$ cat src/rtl/gfx_timing_pkg.sv
// Shared graphics timing constants and counter types.
// Defaults describe the GBA LCD: 240x160 visible, 308x228 total, 4 clocks per dot.
package gfx_timing_pkg;

    localparam int GBA_H_ACTIVE = 240;
    localparam int GBA_H_TOTAL  = 308;
    localparam int GBA_V_ACTIVE = 160;
    localparam int GBA_V_TOTAL  = 228;
    localparam int GBA_DOT_DIV  = 4;

    typedef logic [8:0] hcount_t;
    typedef logic [7:0] vcount_t;

endpackage

$ cat src/rtl/wrap_counter.sv
// Modulo counter 0..MAX with synchronous clear and a terminal-count flag.
// Clear has priority over the count enable.
module wrap_counter #(
    parameter int WIDTH = 8,
    parameter int MAX   = 255
) (
    input  logic             graphics_clock,
    input  logic             reset,
    input  logic             en,
    input  logic             clear,
    output logic [WIDTH-1:0] Q,
    output logic             last
);

    localparam logic [WIDTH-1:0] MAX_V = WIDTH'(MAX);

    logic [WIDTH-1:0] q_q;
    logic [WIDTH-1:0] q_d;

    assign last = (q_q == MAX_V);
    assign Q    = q_q;

    always_comb begin
        q_d = q_q;
        if (clear) begin
            q_d = '0;
        end else if (en) begin
            q_d = last ? '0 : q_q + WIDTH'(1);
        end
    end

    always_ff @(posedge graphics_clock or posedge reset) begin
        if (reset) begin
            q_q <= '0;
        end else begin
            q_q <= q_d;
        end
    end

endmodule

$ cat src/rtl/lcd_frame_timer.sv
// LCD frame timing: dot prescaler, h/v counters, framebuffer write address,
// blanking/LYC status, one-cycle event pulses and the double-buffer swap.
module lcd_frame_timer
    import gfx_timing_pkg::*;
#(
    parameter int H_ACTIVE = GBA_H_ACTIVE,
    parameter int H_TOTAL  = GBA_H_TOTAL,
    parameter int V_ACTIVE = GBA_V_ACTIVE,
    parameter int V_TOTAL  = GBA_V_TOTAL,
    parameter int DOT_DIV  = GBA_DOT_DIV,
    parameter int ADDR_W   = 17,
    parameter int HC_W     = $clog2(H_TOTAL),
    parameter int VC_W     = $clog2(V_TOTAL)
) (
    input  logic              graphics_clock,
    input  logic              reset,
    input  logic              enable,
    input  logic [VC_W-1:0]   vcount_target,
    output logic              dot_en,
    output logic [HC_W-1:0]   hcount,
    output logic [VC_W-1:0]   vcount,
    output logic              wen,
    output logic [ADDR_W-1:0] fb_addr,
    output logic              hblank,
    output logic              vblank,
    output logic              vcount_match,
    output logic              irq_hblank,
    output logic              irq_vblank,
    output logic              irq_vcount,
    output logic              toggle,
    output logic              front_buf
);

    localparam int PRE_W = (DOT_DIV > 1) ? $clog2(DOT_DIV) : 1;

    localparam logic [HC_W-1:0] H_ACT      = HC_W'(H_ACTIVE);
    localparam logic [HC_W-1:0] H_ACT_M1   = HC_W'(H_ACTIVE - 1);
    localparam logic [VC_W-1:0] V_ACT      = VC_W'(V_ACTIVE);
    localparam logic [VC_W-1:0] V_ACT_M1   = VC_W'(V_ACTIVE - 1);
    localparam logic [VC_W-1:0] V_BLK_LAST = VC_W'(V_TOTAL - 2);

    if (H_ACTIVE >= H_TOTAL) begin : g_bad_h
        $error("lcd_frame_timer: H_ACTIVE must be less than H_TOTAL");
    end
    if (V_ACTIVE >= V_TOTAL - 1) begin : g_bad_v
        $error("lcd_frame_timer: V_ACTIVE must be less than V_TOTAL-1");
    end
    if (DOT_DIV < 1) begin : g_bad_div
        $error("lcd_frame_timer: DOT_DIV must be at least 1");
    end
    if (longint'(H_ACTIVE) * longint'(V_ACTIVE) >= (longint'(1) << ADDR_W)) begin : g_bad_addr
        $error("lcd_frame_timer: ADDR_W too narrow for H_ACTIVE*V_ACTIVE");
    end

    // Only the prescaler's terminal flag matters; its phase value is not consumed.
    logic [PRE_W-1:0] pre_phase_unused;
    logic             pre_last;
    logic             h_last;
    logic             v_last;
    logic             line_wrap;
    logic             frame_wrap;
    logic [VC_W-1:0]  v_next;

    logic [ADDR_W-1:0] fb_addr_q, fb_addr_d;
    logic              front_buf_q, front_buf_d;
    logic              irq_hblank_q, irq_hblank_d;
    logic              irq_vblank_q, irq_vblank_d;
    logic              irq_vcount_q, irq_vcount_d;
    logic              toggle_q, toggle_d;

    wrap_counter #(.WIDTH(PRE_W), .MAX(DOT_DIV - 1)) u_pre (
        .graphics_clock (graphics_clock),
        .reset          (reset),
        .en             (enable),
        .clear          (1'b0),
        .Q              (pre_phase_unused),
        .last           (pre_last)
    );

    wrap_counter #(.WIDTH(HC_W), .MAX(H_TOTAL - 1)) u_hcount (
        .graphics_clock (graphics_clock),
        .reset          (reset),
        .en             (dot_en),
        .clear          (1'b0),
        .Q              (hcount),
        .last           (h_last)
    );

    wrap_counter #(.WIDTH(VC_W), .MAX(V_TOTAL - 1)) u_vcount (
        .graphics_clock (graphics_clock),
        .reset          (reset),
        .en             (line_wrap),
        .clear          (1'b0),
        .Q              (vcount),
        .last           (v_last)
    );

    assign dot_en       = enable & pre_last;
    assign line_wrap    = dot_en & h_last;
    assign frame_wrap   = line_wrap & v_last;
    assign v_next       = v_last ? '0 : vcount + VC_W'(1);

    assign wen          = enable && (hcount < H_ACT) && (vcount < V_ACT);
    assign hblank       = (hcount >= H_ACT);
    assign vblank       = (vcount >= V_ACT) && (vcount <= V_BLK_LAST);
    assign vcount_match = (vcount == vcount_target);

    // Pulses are decoded one edge early so they line up with the new counter value.
    always_comb begin
        fb_addr_d = fb_addr_q;
        if (frame_wrap) begin
            fb_addr_d = '0;
        end else if (dot_en && wen) begin
            fb_addr_d = fb_addr_q + ADDR_W'(1);
        end
        front_buf_d  = front_buf_q ^ frame_wrap;
        irq_hblank_d = dot_en && (hcount == H_ACT_M1);
        irq_vblank_d = line_wrap && (vcount == V_ACT_M1);
        irq_vcount_d = line_wrap && (v_next == vcount_target);
        toggle_d     = frame_wrap;
    end

    always_ff @(posedge graphics_clock or posedge reset) begin
        if (reset) begin
            fb_addr_q    <= '0;
            front_buf_q  <= 1'b0;
            irq_hblank_q <= 1'b0;
            irq_vblank_q <= 1'b0;
            irq_vcount_q <= 1'b0;
            toggle_q     <= 1'b0;
        end else begin
            fb_addr_q    <= fb_addr_d;
            front_buf_q  <= front_buf_d;
            irq_hblank_q <= irq_hblank_d;
            irq_vblank_q <= irq_vblank_d;
            irq_vcount_q <= irq_vcount_d;
            toggle_q     <= toggle_d;
        end
    end

    assign fb_addr    = fb_addr_q;
    assign front_buf  = front_buf_q;
    assign irq_hblank = irq_hblank_q & enable;
    assign irq_vblank = irq_vblank_q & enable;
    assign irq_vcount = irq_vcount_q & enable;
    assign toggle     = toggle_q & enable;

endmodule

$ cat config.mk
export PLATFORM = sky130hd
export DESIGN_NAME = lcd_frame_timer
export DESIGN_NICKNAME = d
export VERILOG_FILES = /design/src/rtl/gfx_timing_pkg.sv /design/src/rtl/wrap_counter.sv /design/src/rtl/lcd_frame_timer.sv
export SDC_FILE = /design/constraint.sdc
export NUM_CORES = 1
export LEC_CHECK = 0
export CORE_MARGIN = 10
export CORE_UTILIZATION = 55
export DETAILED_ROUTE_END_ITERATION = 16
export GPL_TIMING_DRIVEN = 0
export PLACE_DENSITY_LB_ADDON = 0.1
export SETUP_SLACK_MARGIN = 0.1
export SYNTH_ARGS = -nofsm -noshare
export SYNTH_HDL_FRONTEND = slang
export SYNTH_HIERARCHICAL = 1
export SYNTH_SLANG_ARGS = --single-unit
$ cat constraint.sdc
create_clock -name graphics_clock -period 3.6 [get_ports graphics_clock]
set_clock_uncertainty 0.15 [all_clocks]
set_input_delay 0.72 -clock graphics_clock [delete_from_list [all_inputs] [get_ports graphics_clock]]
set_output_delay 0.72 -clock graphics_clock [all_outputs]
set_load 0.005 [all_outputs]
# Yosys cells after proc, flatten, opt, wreduce, memory -nomap -nowiden
# Cells that the tools add are included.
[word_totals] register_bits=41 latch_bits=0 ram_bits=0 rom_bits=0 in_bits=11 out_inout_bits=44 word_cells=46 n_memories=0
[classes] n_addsub=4 n_mul=0 n_div=0 n_lt_le_gt_ge=5 eq_ne=7 shifts=0 n_mux=5 bitwise_logic=8 reduce_logical=8
[ops] cell="$mux 17" n=2
[ops] cell="$add 17x1->17 const B" n=1
[ops] cell="$eq 8x8->1" n=2
[ops] cell="$eq 8x8->1 const B" n=2
[ops] cell="$add 9x1->9 const B" n=1
[ops] cell="$eq 9x8->1 const B" n=1
[ops] cell="$eq 9x9->1 const B" n=1
[ops] cell="$ge 9x8->1 const B" n=1
[ops] cell="$lt 9x8->1 const B" n=1
[ops] cell="$mux 9" n=1
[ops] cell="$add 8x1->8 const B" n=1
[ops] cell="$ge 8x8->1 const B" n=1
[ops] cell="$le 8x8->1 const B" n=1
[ops] cell="$lt 8x8->1 const B" n=1
[ops] cell="$mux 8" n=1
[ops] cell="$and 1x1->1" n=7
[ops] cell="$logic_and 1x1->1" n=7
[ops] cell="$add 2x1->2 const B" n=1
[ops] cell="$eq 2x2->1 const B" n=1
[ops] cell="$mux 2" n=1
[ops] cell="$reduce_bool 2->1" n=1
[ops] cell="$xor 1x1->1" n=1

# Depth between registers and ports, before layout
# Gate-level depths: netlist of run 1.
[depth] depth_word=6 mapped_depth=9

# Hierarchy
# Netlist of run 1, hierarchy kept.
[modules_own_cells] mod="lcd_frame_timer" n_inst=1 cells_each=177 area_per_inst_um2=1541.5
[modules_own_cells] mod="wrap_counter at u_hcount" n_inst=1 cells_each=51 area_per_inst_um2=499.2
[modules_own_cells] mod="wrap_counter at u_vcount" n_inst=1 cells_each=46 area_per_inst_um2=437.9
[modules_own_cells] mod="wrap_counter at u_pre" n_inst=1 cells_each=9 area_per_inst_um2=103.8

# Worst setup path before layout of run 1
# No wires, ideal clock.
[synth_path] path_kind="input to register" start="input port enable" end="register u_hcount.q_q[7], in the netlist u_hcount/Q[7]" setup_ns=0.073 arrival_ns=2.067 required_ns=3.377 path_slack_ns=1.310 path_stages=7 n_path_buf=2 path_cell_list="clkbuf_1 -> nand2_1 -> inv_1 -> buf_2 -> o211ai_2 -> or4_4 -> a21oi_2"
[synth_via] elab_chain_cells=1
[synth_rtl] item="start: declaration" line="lcd_frame_timer.sv:17" source="input logic enable,"
[synth_rtl] item="$and 1x1->1" line="lcd_frame_timer.sv:98" source="assign dot_en = enable & pre_last;"
[synth_rtl] item="via dot_en" line="lcd_frame_timer.sv:19" source="output logic dot_en,"
[synth_rtl] item="end signal: assignment" line="wrap_counter.sv:36" source="q_q <= q_d;"
[synth_rtl] item="end: declaration" line="wrap_counter.sv:17" source="logic [WIDTH-1:0] q_q;"
# The timed path passes the listed nets, and every way through them passes these cells.
# A chain may end at the register's enable or synchronous reset.

# Worst setup path after layout of run 1
[layout_path] start="input port enable" end="output port dot_en"
[layout_via] elab_chain_cells=1
[layout_rtl] item="$and 1x1->1" line="lcd_frame_timer.sv:98"
[layout_rtl] item="end: declaration" line="lcd_frame_timer.sv:19"
# Every way passes these cells.

==> flow_metrics.tcl, run 1 <==
set metrics [dict create \
    clock_latency_ps 290 \
    grt_setup_unrepaired "no" \
    ios 55 \
    worstReg2RegStart "u_vcount/Q[0]" \
    start_util 0.581 \
    setup_viol 0 \
    cts_inserted_buffers 5 \
    cp-end-kind "primary output" \
    slew_headroom 0.451 \
    grt_max_degree 23 \
    busiest_layer "met2" \
    fill_cells 363 \
    postCtsSetupBuffers 0 \
    holdBufCountCts 0 \
    place_hpwl_mm 4.78 \
    ys_ff_latch 41 \
    synth_flop_cell "dfrtp_1" \
    wl_per_cell_um 15.8 \
    ys_warn_count 6 \
    power-per-cell-area_nw_per_um2 287 \
    synth_enable_flop_cells 0 \
    drt_iter0_drc 144 \
    worst_setup_path_start_kind "primary input" \
    hold_path_class "register to register" \
    wl_mm 6.41 \
    port-buffer-count 54 \
    netlist_area_um2 2580 \
    layout_common_cells "clkdlybuf4s50_1, dfrtp_1, nor2_1" \
    final_common_cell "clkdlybuf4s50_1" \
    clock_sink_count 41 \
    core.rowCount 24 \
    dp.cells 398 \
    grt_pass1_wl_mm 10.7 \
    antenna_found_initial 0 \
    use_met3 0.0487 \
    tns_ps 0 \
    cp_data_required_time_ps 2730 \
    worst_pin_slew_ps 823 \
    synth_top_area_frac 0.397 \
    synth.area.top_cells "dfrtp_1, xnor2_1, xor2_1" \
    fin_nets 370 \
    post-route-period-util 0.893 \
    cap_viol_max_count 0 \
    syn_inst 283 \
    die-height_um 88.5 \
    area_delta_synth_final_pct 29.3 \
    grt_pass1_vias 2226 \
    num_vias 2353 \
    status "complete, no violations" \
    grt-ovfl-total 0 \
    crit_start "enable" \
    clockBufferDepth 2 \
    max_freq_mhz 311 \
    crit_fanout 9 \
    hold_viol 0 \
    cts_tree "built" \
    slew_violations 0 \
    synthArstFlopShare 1.00 \
    final_layout_size_suffix_gt1_frac 0.0904 \
    netlist-cell-type-count 53 \
    cts-htree-levels 2 \
    clkSlewWorstSetupHoldPaths_ps 80 \
    vdd_drop_max_mv 0.239 \
    ys_seq_area_frac 0.397 \
    via_per_inst 5.80 \
    antenna_left 0 \
    clock-root-buffer "clkbuf_8" \
    critPathArrivalTime_ps 2340 \
    leakagePower_nw 1.38 \
    drc 0 \
    drtPass1Iterations 4 \
    path_class "primary input to primary output" \
    avgSynthCellArea_um2 9.13 \
    grtUsageMet1 0.199 \
    grt.total_usage 0.170 \
    cts.repair.resized 0 \
    grt_use_met2 0.286 \
    finalNonFillerCells 406 \
    worst_hold_startpoint "front_buf" \
    n_antenna_cell 0 \
    min_period_ps 3210 \
    gp_congestion 0.831 \
    die_width_um 88.5 \
    core_um2 4440 \
    dieArea_um2 7840 \
    synth_top_cell_by_area "dfrtp_1" \
]
## Yosys cell counts (6+ instances only)
| cell | n |
|---|---|
| a21oi_1 | 15 |
| and2_1 | 6 |
| dfrtp_1 | 41 |
| ha_1 | 6 |
| inv_1 | 11 |
| nand2_1 | 15 |
| nand3_1 | 15 |
| nand4_1 | 8 |
| nor2_1 | 32 |
| nor4_1 | 9 |
| o21ai_0 | 11 |
| or3_1 | 8 |
| xnor2_1 | 21 |
| xor2_1 | 14 |
## cells by family (layout without fill, tap and decap cells)
group                    Yosys count  count (layout)  synth area share
AO/OA/AOI/OAI                     47              47             0.126
flip-flops                        41              41             0.397
AND/OR/NAND/NOR                  127             127             0.277
adder cells (fa/ha/maj)            6               6            0.0291
other                              1              10           0.00145
multiplexers                       3               3            0.0116
XOR/XNOR                          35              35             0.119
buffers and inverters             23              85            0.0392
## layout make-up
cell class / count / area, µm² / area share
timing repair buffer: 54 / 541 / 0.162
buffer: 10 / 52.6 / 0.0157
sequential: 41 / 1030 / 0.307
inverter: 13 / 48.8 / 0.0146
multi-input combinational: 228 / 1490 / 0.446
clock inverter: 1 / 30.0 / 0.00900
clock buffer: 7 / 86.3 / 0.0259
tap: 52 / 65.1 / 0.0195
## final timing paths
path                       slack (ps)          to  cells after the start
max                               390      dot_en                      5
min in group asynchronous         530  u_pre/Q[0]                      2
min reg2reg                       330   front_buf                      1
max in group asynchronous        1940  fb_addr[0]                      2
max reg2reg                       840  fb_addr[9]                      8
min                               330   front_buf                      1
## worst max-delay path, cell delays in order
cell,delay (ps)
clkdlybuf4s50_1,530
clkbuf_1,320
nand2_1,160
inv_1,100
clkdlybuf4s50_1,510
## power by group
part / internal [mW] / switching (mW) / leakage [nW] / total (mW)
Clock: 0.226 / 0.155 / 0.0585 / 0.381
Sequential: 0.470 / 0.0191 / 0.570 / 0.489
Combinational: 0.0453 / 0.0418 / 0.752 / 0.0871
Total: 0.742 / 0.216 / 1.38 / 0.958
## registers in the layout, indices dropped and copies added (netlist names)
name,count
u_hcount/Q,9
irq_vblank_q,1
front_buf,1
u_pre/Q,2
irq_vcount_q,1
u_vcount/Q,8
toggle_q,1
irq_hblank_q,1
fb_addr,17
## layer usage
metal / part of all wire / vias to the layer above
li1: - / 1138
met1: 0.41 / 1127
met2: 0.50 / 79
met3: 0.075 / 9
met4: 0.015 / 0
met5: 0 / -
## metrics by stage
stage,cell area [µm²],worst slack (ps),hold slack [ps],power (mW),util
floorplan,2620,1310,311,0.539,-
global placement,3220,387,304,0.584,0.725
detailed placement,3220,355,320,0.586,0.725
CTS,3340,359,337,0.964,0.751
global route,3340,287,348,1.00,0.751
finish,3340,386,329,0.958,0.751
Note: power is estimated with default switching activity, not from simulation.
==> run 2, diff against run 1 <==
--- a/config.mk
+++ b/config.mk
@@ -7,6 +7,7 @@
 export LEC_CHECK = 0
 export CORE_MARGIN = 10
 export CORE_UTILIZATION = 55
+export CTS_BUF_LIST = sky130_fd_sc_hd__clkbuf_16
 export DETAILED_ROUTE_END_ITERATION = 16
 export GPL_TIMING_DRIVEN = 0
 export PLACE_DENSITY_LB_ADDON = 0.1
==> flow_metrics.tcl, run 2 (synthesized netlist as in run 1, its figures left out) <==
set metrics [dict create \
    die-height_um 88.5 \
    endpoint "dot_en" \
    grt_max_degree 23 \
    n_antenna_cell 0 \
    cts-htree-levels 2 \
    layout_common_cells "clkdlybuf4s50_1, dfrtp_1, nor2_1" \
    antenna_found_initial 0 \
    slowest_stage "clkdlybuf4s50_1" \
    cp-end-kind "primary output" \
    critPathArrivalTime_ps 2350 \
    reg2reg_to "fb_addr[9]" \
    min_period_ps 3220 \
    grt_setup_unrepaired "no" \
    worstReg2RegStart "u_vcount/Q[0]" \
    slowest_delay_ps 530 \
    place_hpwl_mm 4.78 \
    cp.depth 5 \
    path_cells "clkdlybuf4s50_1 > clkbuf_1 > nand2_1 > inv_1 > clkdlybuf4s50_1" \
    clockBufferDepth 2 \
    cts.repair.resized 0 \
    final_common_cell "clkdlybuf4s50_1" \
    hold_viol 0 \
    start_util 0.581 \
    dieArea_um2 7840 \
    status "complete, no violations" \
    clock_sink_count 41 \
    post-route-period-util 0.896 \
    rr_worst_depth 8 \
    cts_inserted_buffers 5 \
    num_vias 2365 \
    cp_data_required_time_ps 2730 \
    grt-ovfl-total 0 \
    clock_latency_ps 280 \
    grt_pass1_vias 2309 \
    fin_total_pwr_mw 1.07 \
    cap_viol_max_count 0 \
    holdBufCountCts 0 \
    core_um2 4440 \
    max_freq_mhz 310 \
    drc 0 \
    area_delta_synth_final_pct 31.1 \
    drtPass1Iterations 4 \
    wl_mm 6.52 \
    core.rowCount 24 \
    via_per_inst 5.83 \
    final_layout_size_suffix_gt1_frac 0.0876 \
    power-per-cell-area_nw_per_um2 317 \
    tns_ps 0 \
    worst_setup_path_start_kind "primary input" \
    leakagePower_nw 1.40 \
    min_path_cells 1 \
    wl_per_cell_um 16.1 \
    fin_nets 370 \
    ios 55 \
    cpMostUsedCell "clkdlybuf4s50_1" \
    cts_tree "built" \
    slew_headroom 0.449 \
    largest_register_ffs 17 \
    clkSlewWorstSetupHoldPaths_ps 60 \
    drt_iter0_drc 144 \
    crit_start "enable" \
    vdd_drop_max_mv 0.238 \
    cp_top_family "buffers and inverters" \
    setup_viol 0 \
    path_class "primary input to primary output" \
    fill_cells 358 \
    path_buf_inv 4 \
    postCtsSetupBuffers 0 \
    die_width_um 88.5 \
    antenna_left 0 \
    grt.total_usage 0.174 \
    gp_congestion 0.831 \
    crit_fanout 9 \
    slew_violations 0 \
    port-buffer-count 54 \
    rrSetupSlack_ps 830 \
    hold_path_class "register to register" \
    worst_pin_slew_ps 825 \
    grt_pass1_wl_mm 10.9 \
    clock-root-buffer "clkbuf_16" \
]
==> run 2: cell count changes in the layout (fill, tap and decap cells not counted), sizes merged <==
| cell | before | now |
|---|---|---|
| clkbuf | 10 | 8 |
| clkinv | 0 | 1 |
| inv | 13 | 14 |
==> run 2: report_power, final <==
group / total (mW) / internal [mW] / switching (mW)
clock: 0.493 / 0.322 / 0.171
sequential: 0.491 / 0.471 / 0.0198
combinational: 0.0889 / 0.0459 / 0.0430
total: 1.07 / 0.839 / 0.233
==> run 2: worst reg2reg max path, stage by stage (launching register included) <==
cell and delay, ps:
dfrtp_1 620, ha_1 320, nand4_2 170, inv_2 140
clkbuf_1 310, and2_1 180, buf_2 230, buf_1 410
nor2_1 110
==> run 2: layout make-up <==
class	instances	area, µm²	area share
clock buffer	5	125	0.0370
inverter	13	48.8	0.0144
sequential	41	1030	0.303
timing repair buffer	54	541	0.160
clock inverter	3	37.5	0.0111
buffer	10	52.6	0.0155
tap	52	65.1	0.0192
multi-input combinational	228	1490	0.440
==> run 2: worst min-delay path by stage <==
stage | to | startpoint
6_report | front_buf | front_buf
3_3_place_gp | front_buf | front_buf
2_1_floorplan | u_pre/Q[0] | reset
3_5_place_dp | front_buf | front_buf
4_1_cts | front_buf | front_buf
5_1_grt | front_buf | front_buf
==> run 2: per-layer routing <==
layer  vias to the layer above  routed length (µm)  GRT usage
li1                       1143                   -          -
met1                      1131                2660      0.201
met2                        80                3240      0.293
met3                        11                 488     0.0478
met4                         0                 136     0.0778
met5                         -                   0          0
==> run 2: metrics by stage <==
stage | area, µm² | instances | hold slack (ps) | worst slack [ps] | utilization
2_1_floorplan | 2620 | 292 | 311 | 1310 | -
6_report | 3380 | 406 | 326 | 376 | 0.762
3_3_place_gp | 3220 | 398 | 304 | 387 | 0.725
4_1_cts | 3380 | 406 | 334 | 353 | 0.762
3_5_place_dp | 3220 | 398 | 320 | 355 | 0.725
5_1_grt | 3380 | 406 | 345 | 270 | 0.762
==> run 3, diff against run 2 <==
--- a/config.mk
+++ b/config.mk
@@ -5,6 +5,7 @@
 export SDC_FILE = /design/constraint.sdc
 export NUM_CORES = 1
 export LEC_CHECK = 0
+export CORE_ASPECT_RATIO = 0.6
 export CORE_MARGIN = 10
 export CORE_UTILIZATION = 55
 export CTS_BUF_LIST = sky130_fd_sc_hd__clkbuf_16
==> flow_metrics.tcl, run 3 (synthesized netlist as in run 1, its figures left out) <==
set metrics [dict create \
    status "complete, no violations" \
    path_cells "clkdlybuf4s50_1 > clkbuf_1 > nand2_1 > inv_1 > clkdlybuf4s50_1" \
    power-per-cell-area_nw_per_um2 340 \
    slew_headroom 0.421 \
    tns_ps 0 \
    grt-ovfl-total 0 \
    slowest_delay_ps 540 \
    cts_tree "built" \
    antenna_found_initial 0 \
    cp-end-kind "primary output" \
    final_area_um2 3430 \
    postCtsSetupBuffers 0 \
    drc 0 \
    dieArea_um2 7930 \
    vdd_drop_max_mv 0.293 \
    worst_pin_slew_ps 868 \
    hold_ws_ps 320 \
    place_hpwl_mm 4.97 \
    post-route-period-util 0.901 \
    cts.repair.resized 0 \
    grt_pass1_vias 2267 \
    via_per_inst 5.72 \
    leakagePower_nw 1.42 \
    dp.cells 409 \
    p_clk_frac 0.504 \
    gp_congestion 0.869 \
    cp_data_required_time_ps 2730 \
    hold_viol 0 \
    clock_latency_ps 280 \
    num_vias 2386 \
    post-route-util 0.751 \
    combPwrFrac 0.076 \
    hold_path_class "register to register" \
    grt_max_degree 23 \
    final_common_cell "clkdlybuf4s50_1" \
    cts-htree-levels 2 \
    layout_common_cells "clkdlybuf4s50_1, dfrtp_1, nor2_1" \
    internal-power_uw 916 \
    clock-root-buffer "clkbuf_16" \
    clkSlewWorstSetupHoldPaths_ps 60 \
    die_width_um 108 \
    slew_violations 0 \
    crit_fanout 9 \
    start_util 0.566 \
    clockBufferDepth 2 \
    setup_viol 0 \
    cap_viol_max_count 0 \
    grt_setup_unrepaired "no" \
    drtPass1Iterations 4 \
    core_um2 4560 \
    core.rowCount 19 \
    path_class "primary input to primary output" \
    switching_share 0.214 \
    die-height_um 73.1 \
    largest_register_ffs 17 \
    slowest_stage "clkdlybuf4s50_1" \
    final_layout_size_suffix_gt1_frac 0.0932 \
    holdBufCountCts 0 \
    n_antenna_cell 0 \
    dp_slack_ps 345 \
    power_frac_seq 0.421 \
    fin_total_pwr_mw 1.17 \
    power.switching_uw 250 \
    finalNonFillerCells 417 \
    antenna_left 0 \
    ios 55 \
    grt_pass1_wl_mm 11.4 \
    cpMostUsedCell "clkdlybuf4s50_1" \
    port-buffer-count 54 \
    cts_inserted_buffers 5 \
    fin_nets 370 \
    setup_slack_ps 355 \
    drt_iter0_drc 148 \
    dpl-instance-area_um2 3240 \
    area_delta_synth_final_pct 32.8 \
    clock_sink_count 41 \
    worst_setup_path_start_kind "primary input" \
    wl_mm 6.80 \
    grt.total_usage 0.177 \
    min_period_ps 3250 \
    wl_per_cell_um 16.3 \
    max_freq_mhz 308 \
    critPathArrivalTime_ps 2380 \
]
run 3: cell count changes in the layout (fill, tap and decap cells not counted):
cell       before  now
bufinv_16       1    2
clkinv_1        1    0
inv_1          12   11
inv_6           0    1
run 3: per-layer routing:
metal	wire length (µm)	part of all wire	vias up	global-route usage
met5	0	0	-	0
met4	44	0.0065	0	0.0437
li1	-	-	1144	-
met3	621	0.091	4	0.0582
met2	3090	0.45	86	0.263
met1	3040	0.45	1152	0.242
run 3: worst max-delay path: cells and delay by family:
family | cells | cell delay, ps
buffers and inverters | 4 | 1470
and+or+nand+nor | 1 | 190
run 3: cell type report:
type | instances | area [µm²]
clock inverter | 3 | 68.8
clock buffer | 5 | 125
sequential | 41 | 1030
buffer | 10 | 52.6
tap | 63 | 78.8
multi-input combinational | 228 | 1490
timing repair buffer | 54 | 541
inverter | 13 | 48.8
fill | 346 | 1130
run 3: worst paths after layout:
check                               from           to  slack [ps]  cells after the start
max                               enable       dot_en         350                      5
min                            front_buf    front_buf         320                      1
max reg2reg                u_vcount/Q[0]  fb_addr[13]         730                      8
min reg2reg                    front_buf    front_buf         320                      1
max in group asynchronous          reset     toggle_q        1890                      2
min in group asynchronous          reset   u_pre/Q[0]         540                      2
run 3: power by group through the flow:
stage               logic, mW  clock network, mW  registers, mW
finish                 0.0882              0.587          0.490
global route           0.0982              0.613          0.493
CTS                    0.0881              0.593          0.490
detailed placement     0.0874                  0          0.499
global placement       0.0868                  0          0.498
floorplan              0.0439                  0          0.495
